### config.mk
export PLATFORM = sky130hd
export DESIGN_NAME = frontend_a_seq_flat
export DESIGN_NICKNAME = d
export VERILOG_FILES = /design/src/rtl/frontend_a_seq_if.sv /design/src/rtl/frontend_a_seq.sv /design/src/flat_wrapper.sv
export SDC_FILE = /design/constraint.sdc
export NUM_CORES = 1
export LEC_CHECK = 0
export BUFFER_PORTS_ARGS = -buffer_cell sky130_fd_sc_hd__clkbuf_2
export CORE_MARGIN = 10
export CORE_UTILIZATION = 48
export DETAILED_ROUTE_END_ITERATION = 8
export PLACE_DENSITY = 0.75
export RECOVER_POWER = 50
export SLEW_MARGIN = 25
export SYNTH_ARGS = -nofsm -noshare
export SYNTH_HDL_FRONTEND = slang
export SYNTH_SLANG_ARGS = --single-unit
### constraint.sdc
create_clock -name clk -period 1.2 [get_ports clk]
set_input_delay 0.24 -clock clk [delete_from_list [all_inputs] [get_ports clk]]
set_output_delay 0.24 -clock clk [all_outputs]
set_load 0.05 [all_outputs]
### src/rtl/frontend_a_seq_if.sv
// frontend_a_seq_if: groups the engine-side (Channel B) and pin-side
// (Channel A) signals of frontend_a_seq. The slave modport is the frontend
// itself; the master modport is its environment (engine plus board pins).
interface frontend_a_seq_if #(
  parameter int BUS_WIDTH = 8
);
  logic                 enable;
  logic [BUS_WIDTH-1:0] a_bus_in_n;
  logic                 a_bus_in_parity_n;
  logic [9:0]           a_tags_in_n;
  logic [BUS_WIDTH-1:0] a_bus_out;
  logic                 a_bus_out_parity;
  logic [10:0]          a_tags_out;
  logic                 driver_enable;
  logic [BUS_WIDTH-1:0] b_bus_in;
  logic                 b_bus_in_parity;
  logic [9:0]           b_tags_in;
  logic [BUS_WIDTH-1:0] b_bus_out;
  logic                 b_bus_out_parity;
  logic [10:0]          b_tags_out;
  logic [1:0]           state;

  modport slave (
    input  enable,
    input  a_bus_in_n,
    input  a_bus_in_parity_n,
    input  a_tags_in_n,
    output a_bus_out,
    output a_bus_out_parity,
    output a_tags_out,
    output driver_enable,
    output b_bus_in,
    output b_bus_in_parity,
    output b_tags_in,
    input  b_bus_out,
    input  b_bus_out_parity,
    input  b_tags_out,
    output state
  );

  modport master (
    output enable,
    output a_bus_in_n,
    output a_bus_in_parity_n,
    output a_tags_in_n,
    input  a_bus_out,
    input  a_bus_out_parity,
    input  a_tags_out,
    input  driver_enable,
    input  b_bus_in,
    input  b_bus_in_parity,
    input  b_tags_in,
    output b_bus_out,
    output b_bus_out_parity,
    output b_tags_out,
    input  state
  );
endinterface

### src/rtl/frontend_a_seq.sv
// frontend_a_seq: Channel "A" pin frontend with parametrised bus width,
// inbound synchronisers, per-bit tag glitch filter and a sequenced driver
// power-up/power-down state machine (OFF -> ARM -> ON -> DRAIN -> OFF).
//
// Optional feature: define FRONTEND_GLITCH_COUNT_EN to add the
// glitch_count_clear / glitch_count ports and the saturating glitch counter.
module frontend_a_seq #(
  parameter int BUS_WIDTH     = 8,
  parameter int SYNC_STAGES   = 2,
  parameter int FILTER_CYCLES = 3,
  parameter int GUARD_CYCLES  = 16
) (
  input  logic              clk,
  input  logic              reset_n,
`ifdef FRONTEND_GLITCH_COUNT_EN
  input  logic              glitch_count_clear,
  output logic [15:0]       glitch_count,
`endif
  frontend_a_seq_if.slave   bus
);

  localparam int TAG_IN_W  = 10;
  localparam int TAG_OUT_W = 11;
  localparam int IN_W      = BUS_WIDTH + 1 + TAG_IN_W;
  localparam int RUN_W     = (FILTER_CYCLES > 1) ? $clog2(FILTER_CYCLES) : 1;
  localparam int CNT_W     = (GUARD_CYCLES > 1) ? $clog2(GUARD_CYCLES) : 1;
  localparam logic [RUN_W-1:0] RUN_LAST   = RUN_W'(FILTER_CYCLES - 1);
  localparam logic [CNT_W-1:0] GUARD_LAST = CNT_W'(GUARD_CYCLES - 1);

  typedef enum logic [1:0] {
    ST_OFF   = 2'd0,
    ST_ARM   = 2'd1,
    ST_ON    = 2'd2,
    ST_DRAIN = 2'd3
  } state_t;

  // Inbound synchroniser chain and de-inverted samples
  logic [IN_W-1:0]                   raw_in_s;
  logic [SYNC_STAGES-1:0][IN_W-1:0]  sync_r;
  logic [IN_W-1:0]                   sample_s;
  logic [BUS_WIDTH-1:0]              bus_sample_s;
  logic                              par_sample_s;
  logic [TAG_IN_W-1:0]               tag_sample_s;

  // Tag filter
  logic [TAG_IN_W-1:0]               filt_r;
  logic [TAG_IN_W-1:0]               filt_next_s;
  logic [TAG_IN_W-1:0][RUN_W-1:0]    run_r;
  logic [TAG_IN_W-1:0][RUN_W-1:0]    run_next_s;

  // Sequencer
  state_t                            state_r;
  state_t                            state_next_s;
  logic [CNT_W-1:0]                  guard_r;
  logic [CNT_W-1:0]                  guard_next_s;

  // Registered outputs
  logic                              driver_enable_r;
  logic [BUS_WIDTH-1:0]              a_bus_out_r;
  logic                              a_bus_out_parity_r;
  logic [TAG_OUT_W-1:0]              a_tags_out_r;
  logic [BUS_WIDTH-1:0]              b_bus_in_r;
  logic                              b_bus_in_parity_r;
  logic [TAG_IN_W-1:0]               b_tags_in_r;

  assign raw_in_s     = {bus.a_tags_in_n, bus.a_bus_in_parity_n, bus.a_bus_in_n};
  assign sample_s     = ~sync_r[SYNC_STAGES-1];
  assign bus_sample_s = sample_s[BUS_WIDTH-1:0];
  assign par_sample_s = sample_s[BUS_WIDTH];
  assign tag_sample_s = sample_s[IN_W-1:BUS_WIDTH+1];

  // Synchroniser flops for every inbound pin, parked deasserted (all ones) in reset.
  always_ff @(posedge clk or negedge reset_n) begin
    if (!reset_n) begin
      sync_r <= '1;
    end else begin
      sync_r[0] <= raw_in_s;
      for (int i = 1; i < SYNC_STAGES; i++) begin
        sync_r[i] <= sync_r[i-1];
      end
    end
  end

  // Filter next-state: a differing sample extends the run, a matching one ends it.
  always_comb begin
    filt_next_s = filt_r;
    run_next_s  = run_r;
    for (int i = 0; i < TAG_IN_W; i++) begin
      if (tag_sample_s[i] != filt_r[i]) begin
        if (run_r[i] == RUN_LAST) begin
          filt_next_s[i] = tag_sample_s[i];
          run_next_s[i]  = '0;
        end else begin
          run_next_s[i]  = run_r[i] + RUN_W'(1);
        end
      end else begin
        run_next_s[i] = '0;
      end
    end
  end

  // Filter state register; runs in every sequencer state.
  always_ff @(posedge clk or negedge reset_n) begin
    if (!reset_n) begin
      filt_r <= '0;
      run_r  <= '0;
    end else begin
      filt_r <= filt_next_s;
      run_r  <= run_next_s;
    end
  end

`ifdef FRONTEND_GLITCH_COUNT_EN
  logic [TAG_IN_W-1:0] abandon_s;
  logic [15:0]         glitch_count_r;

  // A bit abandons its run when the sample falls back to the filter value mid-run.
  always_comb begin
    abandon_s = '0;
    for (int i = 0; i < TAG_IN_W; i++) begin
      if (tag_sample_s[i] == filt_r[i]) begin
        abandon_s[i] = (run_r[i] != '0);
      end else begin
        abandon_s[i] = 1'b0;
      end
    end
  end

  // Glitch event counter: clear beats increment, increments saturate at all ones.
  always_ff @(posedge clk or negedge reset_n) begin
    if (!reset_n) begin
      glitch_count_r <= 16'h0000;
    end else if (glitch_count_clear) begin
      glitch_count_r <= 16'h0000;
    end else if ((|abandon_s) && (glitch_count_r != 16'hFFFF)) begin
      glitch_count_r <= glitch_count_r + 16'h0001;
    end else begin
      glitch_count_r <= glitch_count_r;
    end
  end

  assign glitch_count = glitch_count_r;
`endif

  // Sequencer state and guard counter register.
  always_ff @(posedge clk or negedge reset_n) begin
    if (!reset_n) begin
      state_r <= ST_OFF;
      guard_r <= '0;
    end else begin
      state_r <= state_next_s;
      guard_r <= guard_next_s;
    end
  end

  // Sequencer next-state: guard time is spent in ARM before outputs go live and in DRAIN after.
  always_comb begin
    state_next_s = state_r;
    guard_next_s = guard_r;
    case (state_r)
      ST_OFF: begin
        if (bus.enable) begin
          state_next_s = ST_ARM;
          guard_next_s = '0;
        end else begin
          state_next_s = ST_OFF;
          guard_next_s = '0;
        end
      end
      ST_ARM: begin
        if (!bus.enable) begin
          state_next_s = ST_DRAIN;
          guard_next_s = '0;
        end else if (guard_r == GUARD_LAST) begin
          state_next_s = ST_ON;
          guard_next_s = '0;
        end else begin
          state_next_s = ST_ARM;
          guard_next_s = guard_r + CNT_W'(1);
        end
      end
      ST_ON: begin
        if (!bus.enable) begin
          state_next_s = ST_DRAIN;
          guard_next_s = '0;
        end else begin
          state_next_s = ST_ON;
          guard_next_s = '0;
        end
      end
      ST_DRAIN: begin
        // enable is deliberately ignored here: a drain always runs to completion.
        if (guard_r == GUARD_LAST) begin
          state_next_s = ST_OFF;
          guard_next_s = '0;
        end else begin
          state_next_s = ST_DRAIN;
          guard_next_s = guard_r + CNT_W'(1);
        end
      end
      default: begin
        state_next_s = ST_OFF;
        guard_next_s = '0;
      end
    endcase
  end

  // Output registers gated by the state being entered, so outputs track state with no extra lag.
  always_ff @(posedge clk or negedge reset_n) begin
    if (!reset_n) begin
      driver_enable_r    <= 1'b0;
      a_bus_out_r        <= '0;
      a_bus_out_parity_r <= 1'b0;
      a_tags_out_r       <= '0;
      b_bus_in_r         <= '0;
      b_bus_in_parity_r  <= 1'b0;
      b_tags_in_r        <= '0;
    end else begin
      driver_enable_r <= (state_next_s != ST_OFF);
      if (state_next_s == ST_ON) begin
        a_bus_out_r        <= bus.b_bus_out;
        a_bus_out_parity_r <= bus.b_bus_out_parity;
        a_tags_out_r       <= bus.b_tags_out;
        b_bus_in_r         <= bus_sample_s;
        b_bus_in_parity_r  <= par_sample_s;
        b_tags_in_r        <= filt_next_s;
      end else begin
        a_bus_out_r        <= '0;
        a_bus_out_parity_r <= 1'b0;
        a_tags_out_r       <= '0;
        b_bus_in_r         <= '0;
        b_bus_in_parity_r  <= 1'b0;
        // Outbound select loops back to inbound select while the drivers are not live.
        b_tags_in_r        <= {7'b0, bus.b_tags_out[3], 2'b0};
      end
    end
  end

  assign bus.driver_enable    = driver_enable_r;
  assign bus.a_bus_out        = a_bus_out_r;
  assign bus.a_bus_out_parity = a_bus_out_parity_r;
  assign bus.a_tags_out       = a_tags_out_r;
  assign bus.b_bus_in         = b_bus_in_r;
  assign bus.b_bus_in_parity  = b_bus_in_parity_r;
  assign bus.b_tags_in        = b_tags_in_r;
  assign bus.state            = state_r;

endmodule

### src/flat_wrapper.sv
// flat-port wrapper written by rule: the top's interface ports become plain ports
module frontend_a_seq_flat 
#(
  parameter int BUS_WIDTH     = 8,
  parameter int SYNC_STAGES   = 2,
  parameter int FILTER_CYCLES = 3,
  parameter int GUARD_CYCLES  = 16
)
  (clk, reset_n, bus_enable, bus_a_bus_in_n, bus_a_bus_in_parity_n, bus_a_tags_in_n, bus_a_bus_out, bus_a_bus_out_parity, bus_a_tags_out, bus_driver_enable, bus_b_bus_in, bus_b_bus_in_parity, bus_b_tags_in, bus_b_bus_out, bus_b_bus_out_parity, bus_b_tags_out, bus_state);
  frontend_a_seq_if #(.BUS_WIDTH(BUS_WIDTH)) bus_i ();
  input  logic clk;
  input  logic reset_n;
  input wire logic [$bits(bus_i.enable)-1:0] bus_enable;
  input wire logic [$bits(bus_i.a_bus_in_n)-1:0] bus_a_bus_in_n;
  input wire logic [$bits(bus_i.a_bus_in_parity_n)-1:0] bus_a_bus_in_parity_n;
  input wire logic [$bits(bus_i.a_tags_in_n)-1:0] bus_a_tags_in_n;
  output wire logic [$bits(bus_i.a_bus_out)-1:0] bus_a_bus_out;
  output wire logic [$bits(bus_i.a_bus_out_parity)-1:0] bus_a_bus_out_parity;
  output wire logic [$bits(bus_i.a_tags_out)-1:0] bus_a_tags_out;
  output wire logic [$bits(bus_i.driver_enable)-1:0] bus_driver_enable;
  output wire logic [$bits(bus_i.b_bus_in)-1:0] bus_b_bus_in;
  output wire logic [$bits(bus_i.b_bus_in_parity)-1:0] bus_b_bus_in_parity;
  output wire logic [$bits(bus_i.b_tags_in)-1:0] bus_b_tags_in;
  input wire logic [$bits(bus_i.b_bus_out)-1:0] bus_b_bus_out;
  input wire logic [$bits(bus_i.b_bus_out_parity)-1:0] bus_b_bus_out_parity;
  input wire logic [$bits(bus_i.b_tags_out)-1:0] bus_b_tags_out;
  output wire logic [$bits(bus_i.state)-1:0] bus_state;
  assign bus_i.enable = bus_enable;
  assign bus_i.a_bus_in_n = bus_a_bus_in_n;
  assign bus_i.a_bus_in_parity_n = bus_a_bus_in_parity_n;
  assign bus_i.a_tags_in_n = bus_a_tags_in_n;
  assign bus_a_bus_out = bus_i.a_bus_out;
  assign bus_a_bus_out_parity = bus_i.a_bus_out_parity;
  assign bus_a_tags_out = bus_i.a_tags_out;
  assign bus_driver_enable = bus_i.driver_enable;
  assign bus_b_bus_in = bus_i.b_bus_in;
  assign bus_b_bus_in_parity = bus_i.b_bus_in_parity;
  assign bus_b_tags_in = bus_i.b_tags_in;
  assign bus_i.b_bus_out = bus_b_bus_out;
  assign bus_i.b_bus_out_parity = bus_b_bus_out_parity;
  assign bus_i.b_tags_out = bus_b_tags_out;
  assign bus_state = bus_i.state;
  frontend_a_seq #(.BUS_WIDTH(BUS_WIDTH), .SYNC_STAGES(SYNC_STAGES), .FILTER_CYCLES(FILTER_CYCLES), .GUARD_CYCLES(GUARD_CYCLES)) u_core (.clk(clk), .reset_n(reset_n), .bus(bus_i));
endmodule
==> results.toml, run 1 <==
[clock_network]
root_buffer = "clkbuf_8"
clkSinkCount = 114
clk_pin_slew_ns = 0.06
cts_buffer_depth = 2
cts_tree = "built"
insertion_delay_ns = 0.51
numCtsBuffers = 17
h-tree-depth = 4

[critical_path]
critPathTopFamily = "buffers and inverters"
crit_required_ns = 1.62
startpoint_type = "flip-flop"
critPathMaxFanout = 5
cp_cell_sequence = "buf_6, nand3b_4, buf_4, o21a_4, buf_12, a21oi_2"
crit_buf_inv = 3
reg2reg_slack_ns = -0.32
slowest_delay_ns = 0.43
arrival_ns = 1.94
worst-setup-path-type = "flip-flop to flip-flop"
end_kind = "flip-flop"
cp_slowest_cell = "dfrtp_2"

[grt]
grt_antenna_before_repair = 0
grt_pass1_wl_um = 16000
first_global_vias = 3027
grt_max_degree = 77
globalRouteOverflowTotal = 0
grt.total_usage_pct = 18.5

[timing]
hold_violations = 0
final_critical_path_setup_slack_ns = -0.315
maxSlewViolCount = 0
skew_ns = 0.0111
period_needed_ns = 1.52
worstMarginPinSlew_ns = 0.655
final-setup-viol-count = 84
final.hold.worst_slack_ns = 0.157
max_slew_margin_pct = 56.3
fin_crit_sh_pct = 126
max_freq_mhz = 660
rsz0062_at_grt = "true"

[status]
failed_checks = "setup timing"
status = "complete, but fails checks"

[synthesis]
synth_cells = 253
synth_area_um2 = 3770
synth_nets = 296
synth.area.top_cells = "dfrtp_1 50%, dfstp_2 26%, and2_1 3.6%"
yosysTopAreaCell = "dfrtp_1"
yosysWarnings = 0
synth.ff_latch_count = 114
netlist.area_leader.share_pct = 50.4
syn_area_per_cell_um2 = 14.9
synthDistinctLibCells = 31
yosysSeqAreaShare_pct = 76.9

[place]
io_buffers = 83
post-place-ws_ns = -0.0493
hpwl_um = 4650
gp_congestion = 0.712

[layout]
num_antenna_cells = 0
nNetsFinal = 459
drive_gt1_share_pct = 52.2
utilization_pct = 82.6
syn_to_final_growth_pct = 68.4

[floorplanning]
core_um2 = 7690
io_pins = 84
die_y_um = 109
die_area_um2 = 11800
initial_core_util_pct = 49.1
rows = 32
die_w_um = 109

[route]
drtPass1Iterations = 4
drc = 0
drtIter0Drc = 103
wl_um = 11900
viasPerCell = 5.07
drtAntennaViolNets = 0
wl_per_cell_um = 22.5
vias = 2693

[power_and_ir_drop]
powerDensity_nw_per_um2 = 2360
leakagePower_nw = 2.95
vdd_drop_max_mv = 1.29

[min_path]
hp-class = "primary input to flip-flop"

[job]
cap_violations = 0
where the power goes:
group | internal, W | total (W) | switching, W
clock | 0.00418 | 0.00597 | 0.00179
sequential | 0.00466 | 0.00536 | 0.000706
combinational | 0.00168 | 0.00366 | 0.00198
total | 0.0105 | 0.0150 | 0.00448
layout make-up:
type                            instances  area, µm²
Sequential cell                       114       2900
Timing Repair Buffer                  150       1620
Fill cell                             366       1330
Multi-Input combinational cell        123        961
Clock buffer                           24        510
Clock inverter                          8        193
Tap cell                              102        128
Inverter                               10       37.5
through the flow:
step,cell area [µm²],setup TNS (ns),total power [W],instances
2_1_floorplan,3790,-5.51,0.00676,253
3_3_place_gp,4370,-0.219,0.00732,442
3_5_place_dp,4370,-0.836,0.00746,442
4_1_cts,6160,-10.03,0.0142,525
5_1_grt,6350,-16.79,0.0155,531
6_report,6350,-14.53,0.0150,531
what timing repair did:
item | CTS | global route
resized for setup | 122 | 72
buffers inserted | 6 | 9
gates cloned | 6 | 0
pin swaps | 3 | 19
hold buffers | 40 | 0
endpoints found under the hold margin | 115 | 0
endpoints found under the setup margin | 79 | 84
metal layers:
| layer | wire length (µm) | track usage, % | vias to the layer above |
|---|---|---|---|
| li1 | - | - | 1156 |
| met1 | 3670 | 16.5 | 1408 |
| met2 | 7260 | 36.3 | 97 |
| met3 | 501 | 6.08 | 32 |
| met4 | 506 | 8.95 | 0 |
| met5 | 0 | 0 | - |
state kept, by name (all words and copies together) (netlist names):
name                         cells
u_core.run_r                    20
u_core.bus.a_bus_out_parity      1
u_core.bus.driver_enable         1
u_core.bus.a_bus_out             8
u_core.bus.b_bus_in              8
u_core.sync_r                   38
u_core.bus.state                 2
u_core.bus.a_tags_out           11
u_core.guard_r                   4
u_core.bus.b_tags_in            10
u_core.bus.b_bus_in_parity       1
u_core.filt_r                   10
cells by family (layout without fill, tap and decap cells):
| logic type | after synthesis | after routing | synth area share, % |
|---|---|---|---|
| fa+ha+maj | 1 | 1 | 0.332 |
| flops | 114 | 114 | 76.9 |
| xor+xnor | 13 | 13 | 3.02 |
| simple gates | 82 | 82 | 13.0 |
| mux | 2 | 2 | 0.564 |
| compound gates | 25 | 25 | 3.88 |
| buf+inv | 16 | 192 | 2.36 |
synthesized netlist by cell type, drive strengths merged:
cell / count
a21boi: 1
a21oi: 9
a22oi: 1
and2: 22
buf: 4
clkbuf: 2
dfrtp: 76
dfstp: 38
ha: 1
inv: 10
mux2: 1
mux2i: 1
nand2: 11
nand2b: 1
nand3: 2
nand3b: 2
nor2: 14
nor3: 11
nor3b: 10
o21a: 2
o21ai: 11
o22a: 1
or3: 9
xnor2: 1
xor2: 12
worst register-to-register path: stages, from the launching register on:
cell and delay, ns:
dfrtp_2 0.43, buf_6 0.13, nand3b_4 0.17, buf_4 0.15, o21a_4 0.26, buf_12 0.16, a21oi_2 0.13
worst paths after layout:
kind	from	to	cells past startpoint
setup / recovery	u_core.bus.state[1]$_DFF_PN0_	u_core.bus.b_tags_in[7]$_DFF_PN0_	6
hold / removal	bus_enable	u_core.bus.state[0]$_DFF_PN0_	3
setup reg to reg	u_core.bus.state[1]$_DFF_PN0_	u_core.bus.b_tags_in[7]$_DFF_PN0_	6
hold reg to reg	u_core.sync_r[10]$_DFF_PN1_	u_core.sync_r[29]$_DFF_PN1_	0
max in group asynchronous	reset_n	u_core.bus.state[1]$_DFF_PN0_	3
min in group asynchronous	reset_n	u_core.bus.b_bus_in[1]$_DFF_PN0_	3
placed cells by master (no fill, tap or decap), types with 9 or more instances in the layout:
master / instances
dfrtp_1: 74
inv_1: 10
nor2_4: 9
dfstp_2: 38
clkbuf_16: 18
nor3_1: 11
dlygate4sd3_1: 40
or3_1: 9
nand2_1: 11
buf_6: 9
clkbuf_2: 38
buf_4: 9
and2_4: 19
xor2_1: 12
nor3b_1: 10
o21ai_0: 9
buf_8: 42
Power figures use the tool's default switching activity.
==> run 2, diff against run 1 <==
==> constraint.sdc (replaced) <==
create_clock -name clk -period 1.2 [get_ports clk]
set_input_delay 0.06 -clock clk [delete_from_list [all_inputs] [get_ports clk]]
set_output_delay 0.06 -clock clk [all_outputs]
set_load 0.05 [all_outputs]
==> results.toml, run 2 (same netlist as run 1, synthesis figures left out) <==
[critical_path]
worst-setup-path-type = "flip-flop to flip-flop"
critPathMaxFanout = 20
crit_required_ns = 1.63
arrival_ns = 1.77
rr_worst_depth = 5
end_kind = "flip-flop"
reg2reg_slack_ns = -0.15
r2r_start = "u_core.bus.state[0]$_DFF_PN0_"
startpoint_type = "flip-flop"
r2r_end = "u_core.bus.a_tags_out[0]$_DFF_PN0_"

[timing]
maxSlewViolCount = 0
hold_violations = 0
final-setup-viol-count = 42
max_freq_mhz = 742
worstMarginPinSlew_ns = 0.952
max_slew_margin_pct = 36.6
skew_ns = 0.00782
final.hold.worst_slack_ns = 0.190
rsz0062_at_grt = "true"
fin_crit_sh_pct = 112
period_needed_ns = 1.35
final_critical_path_setup_slack_ns = -0.147
final.setup.tns_ns = -3.54

[floorplanning]
die_area_um2 = 11800
rows = 32
initial_core_util_pct = 49.1
io_pins = 84
die_w_um = 109
core_um2 = 7690
die_y_um = 109

[layout]
fill_cells = 480
syn_to_final_growth_pct = 49.9
utilization_pct = 73.6
top_register = "u_core.sync_r"
final_area_um2 = 5660
layout_commonest_cell = "dfrtp_1"
largest_register_ffs = 38
mostFrequentLayoutCells = "74 x dfrtp_1, 51 x clkbuf_2, 41 x dlygate4sd3_1, 38 x dfstp_2, 21 x and2_1"
drive_gt1_share_pct = 46.5
nNetsFinal = 449

[min_path]
hp-class = "primary input to flip-flop"
hold_path_end = "u_core.sync_r[18]$_DFF_PN1_"
holdPathStages = 2
min_from = "bus_a_tags_in_n[9]"

[grt]
use_met2_pct = 24.2
grt-busiest-layer = "met2"
globalRouteOverflowTotal = 0
first_global_vias = 2676
met1_usage_pct = 15.4
grt_pass1_wl_um = 12900
grt.total_usage_pct = 14.1
grt_antenna_before_repair = 0
grt_max_degree = 80
met3_usage_pct = 5.31

[status]
failed_checks = "setup timing"
status = "complete, but fails checks"

[route]
viasPerCell = 4.67
drtIter0Drc = 68
vias = 2437
drtAntennaViolNets = 0
drc = 0
wl_per_cell_um = 15.6
drtPass1Iterations = 4
wl_um = 8120

[power_and_ir_drop]
combPwrFrac_pct = 21.5
switchingPower_w = 0.00388
vdd_drop_max_mv = 1.18
powerDensity_nw_per_um2 = 2300
switching_share_pct = 29.8
p_int_w = 0.00913
leakagePower_nw = 2.71
p_clk_share_pct = 38.8
seq_power_share_pct = 39.7

[job]
cap_violations = 0

[place]
hpwl_um = 4610
gp_congestion = 0.688
place_area_um2 = 4370
io_buffers = 83
post-place-ws_ns = -0.0732

[clock_network]
cts_buffer_depth = 2
h-tree-depth = 4
numCtsBuffers = 17
clkSinkCount = 114
cts_tree = "built"
insertion_delay_ns = 0.50
clk_pin_slew_ns = 0.05
root_buffer = "clkbuf_8"
run 2: changes by cell type in the layout (fill, tap and decap cells not counted), moves of 4 or more:
cell,before,now
buf_2,0,18
nor2_4,9,5
nor2_2,0,4
and2_4,19,1
clkbuf_2,38,51
buf_8,42,0
and2_1,3,21
clkbuf_8,8,1
buf_16,4,0
clkbuf_4,0,12
run 2: worst max-delay path: stages, from the launching register on:
cell,delay [ns]
dfrtp_2,0.42
buf_6,0.12
nand3b_1,0.21
o21ai_2,0.14
buf_6,0.20
and2_1,0.18
run 2: per-layer routing:
layer	part of all wire [%]	vias to the layer above	wire (µm)
met5	0	-	0
met4	1.4	0	117
met3	4.3	11	352
met2	58	53	4710
met1	36	1235	2940
li1	-	1138	-
run 2: area by class of cell:
class	count	area, µm²	share of cell area, %
inverter	10	37.5	0.664
tap	102	128	2.26
multi-input combinational	123	897	15.9
clock inverter	14	188	3.32
clock buffer	18	418	7.39
sequential	114	2900	51.3
antenna	1	2.50	0.0442
timing repair buffer	140	1080	19.1
run 2: stage by stage:
step | std cells | total power, W
after global routing | 521 | 0.0137
after floorplan | 253 | 0.00676
after CTS | 517 | 0.0128
final | 522 | 0.0130
after detailed placement | 441 | 0.00746
after global placement | 441 | 0.00732
run 2: power by group through the flow:
stage                     combinational [W]  clock (W)  sequential (W)
after global placement              0.00221          0         0.00511
final                               0.00280    0.00505         0.00516
after detailed placement            0.00230          0         0.00516
after global routing                0.00308    0.00532         0.00526
after CTS                           0.00257    0.00513         0.00512
after floorplan                     0.00103          0         0.00573
run 2: how the worst max path moves through the flow:
stage	start	slack (ns)	endpoint
6_report	u_core.bus.state[0]$_DFF_PN0_	-0.15	u_core.bus.a_tags_out[0]$_DFF_PN0_
5_1_grt	u_core.bus.state[0]$_DFF_PN0_	-0.21	u_core.bus.a_tags_out[0]$_DFF_PN0_
4_1_cts	u_core.bus.state[1]$_DFF_PN0_	-0.08	bus_state[1]
3_5_place_dp	u_core.guard_r[1]$_DFF_PN0_	-0.07	u_core.bus.a_tags_out[1]$_DFF_PN0_
3_3_place_gp	u_core.guard_r[0]$_DFF_PN0_	-0.01	u_core.bus.b_tags_in[5]$_DFF_PN0_
2_1_floorplan	u_core.bus.state[1]$_DFF_PN0_	-0.21	u_core.bus.b_tags_in[8]$_DFF_PN0_
run 2: what timing repair did:
item / 4_1_cts / 5_1_grt
gates cloned: 0 / 3
hold buffers: 41 / 0
buffers inserted: 3 / 1
pin swaps: 0 / 2
endpoints found under the setup margin: 44 / 71
endpoints found under the hold margin: 156 / 0
resized for setup: 16 / 56
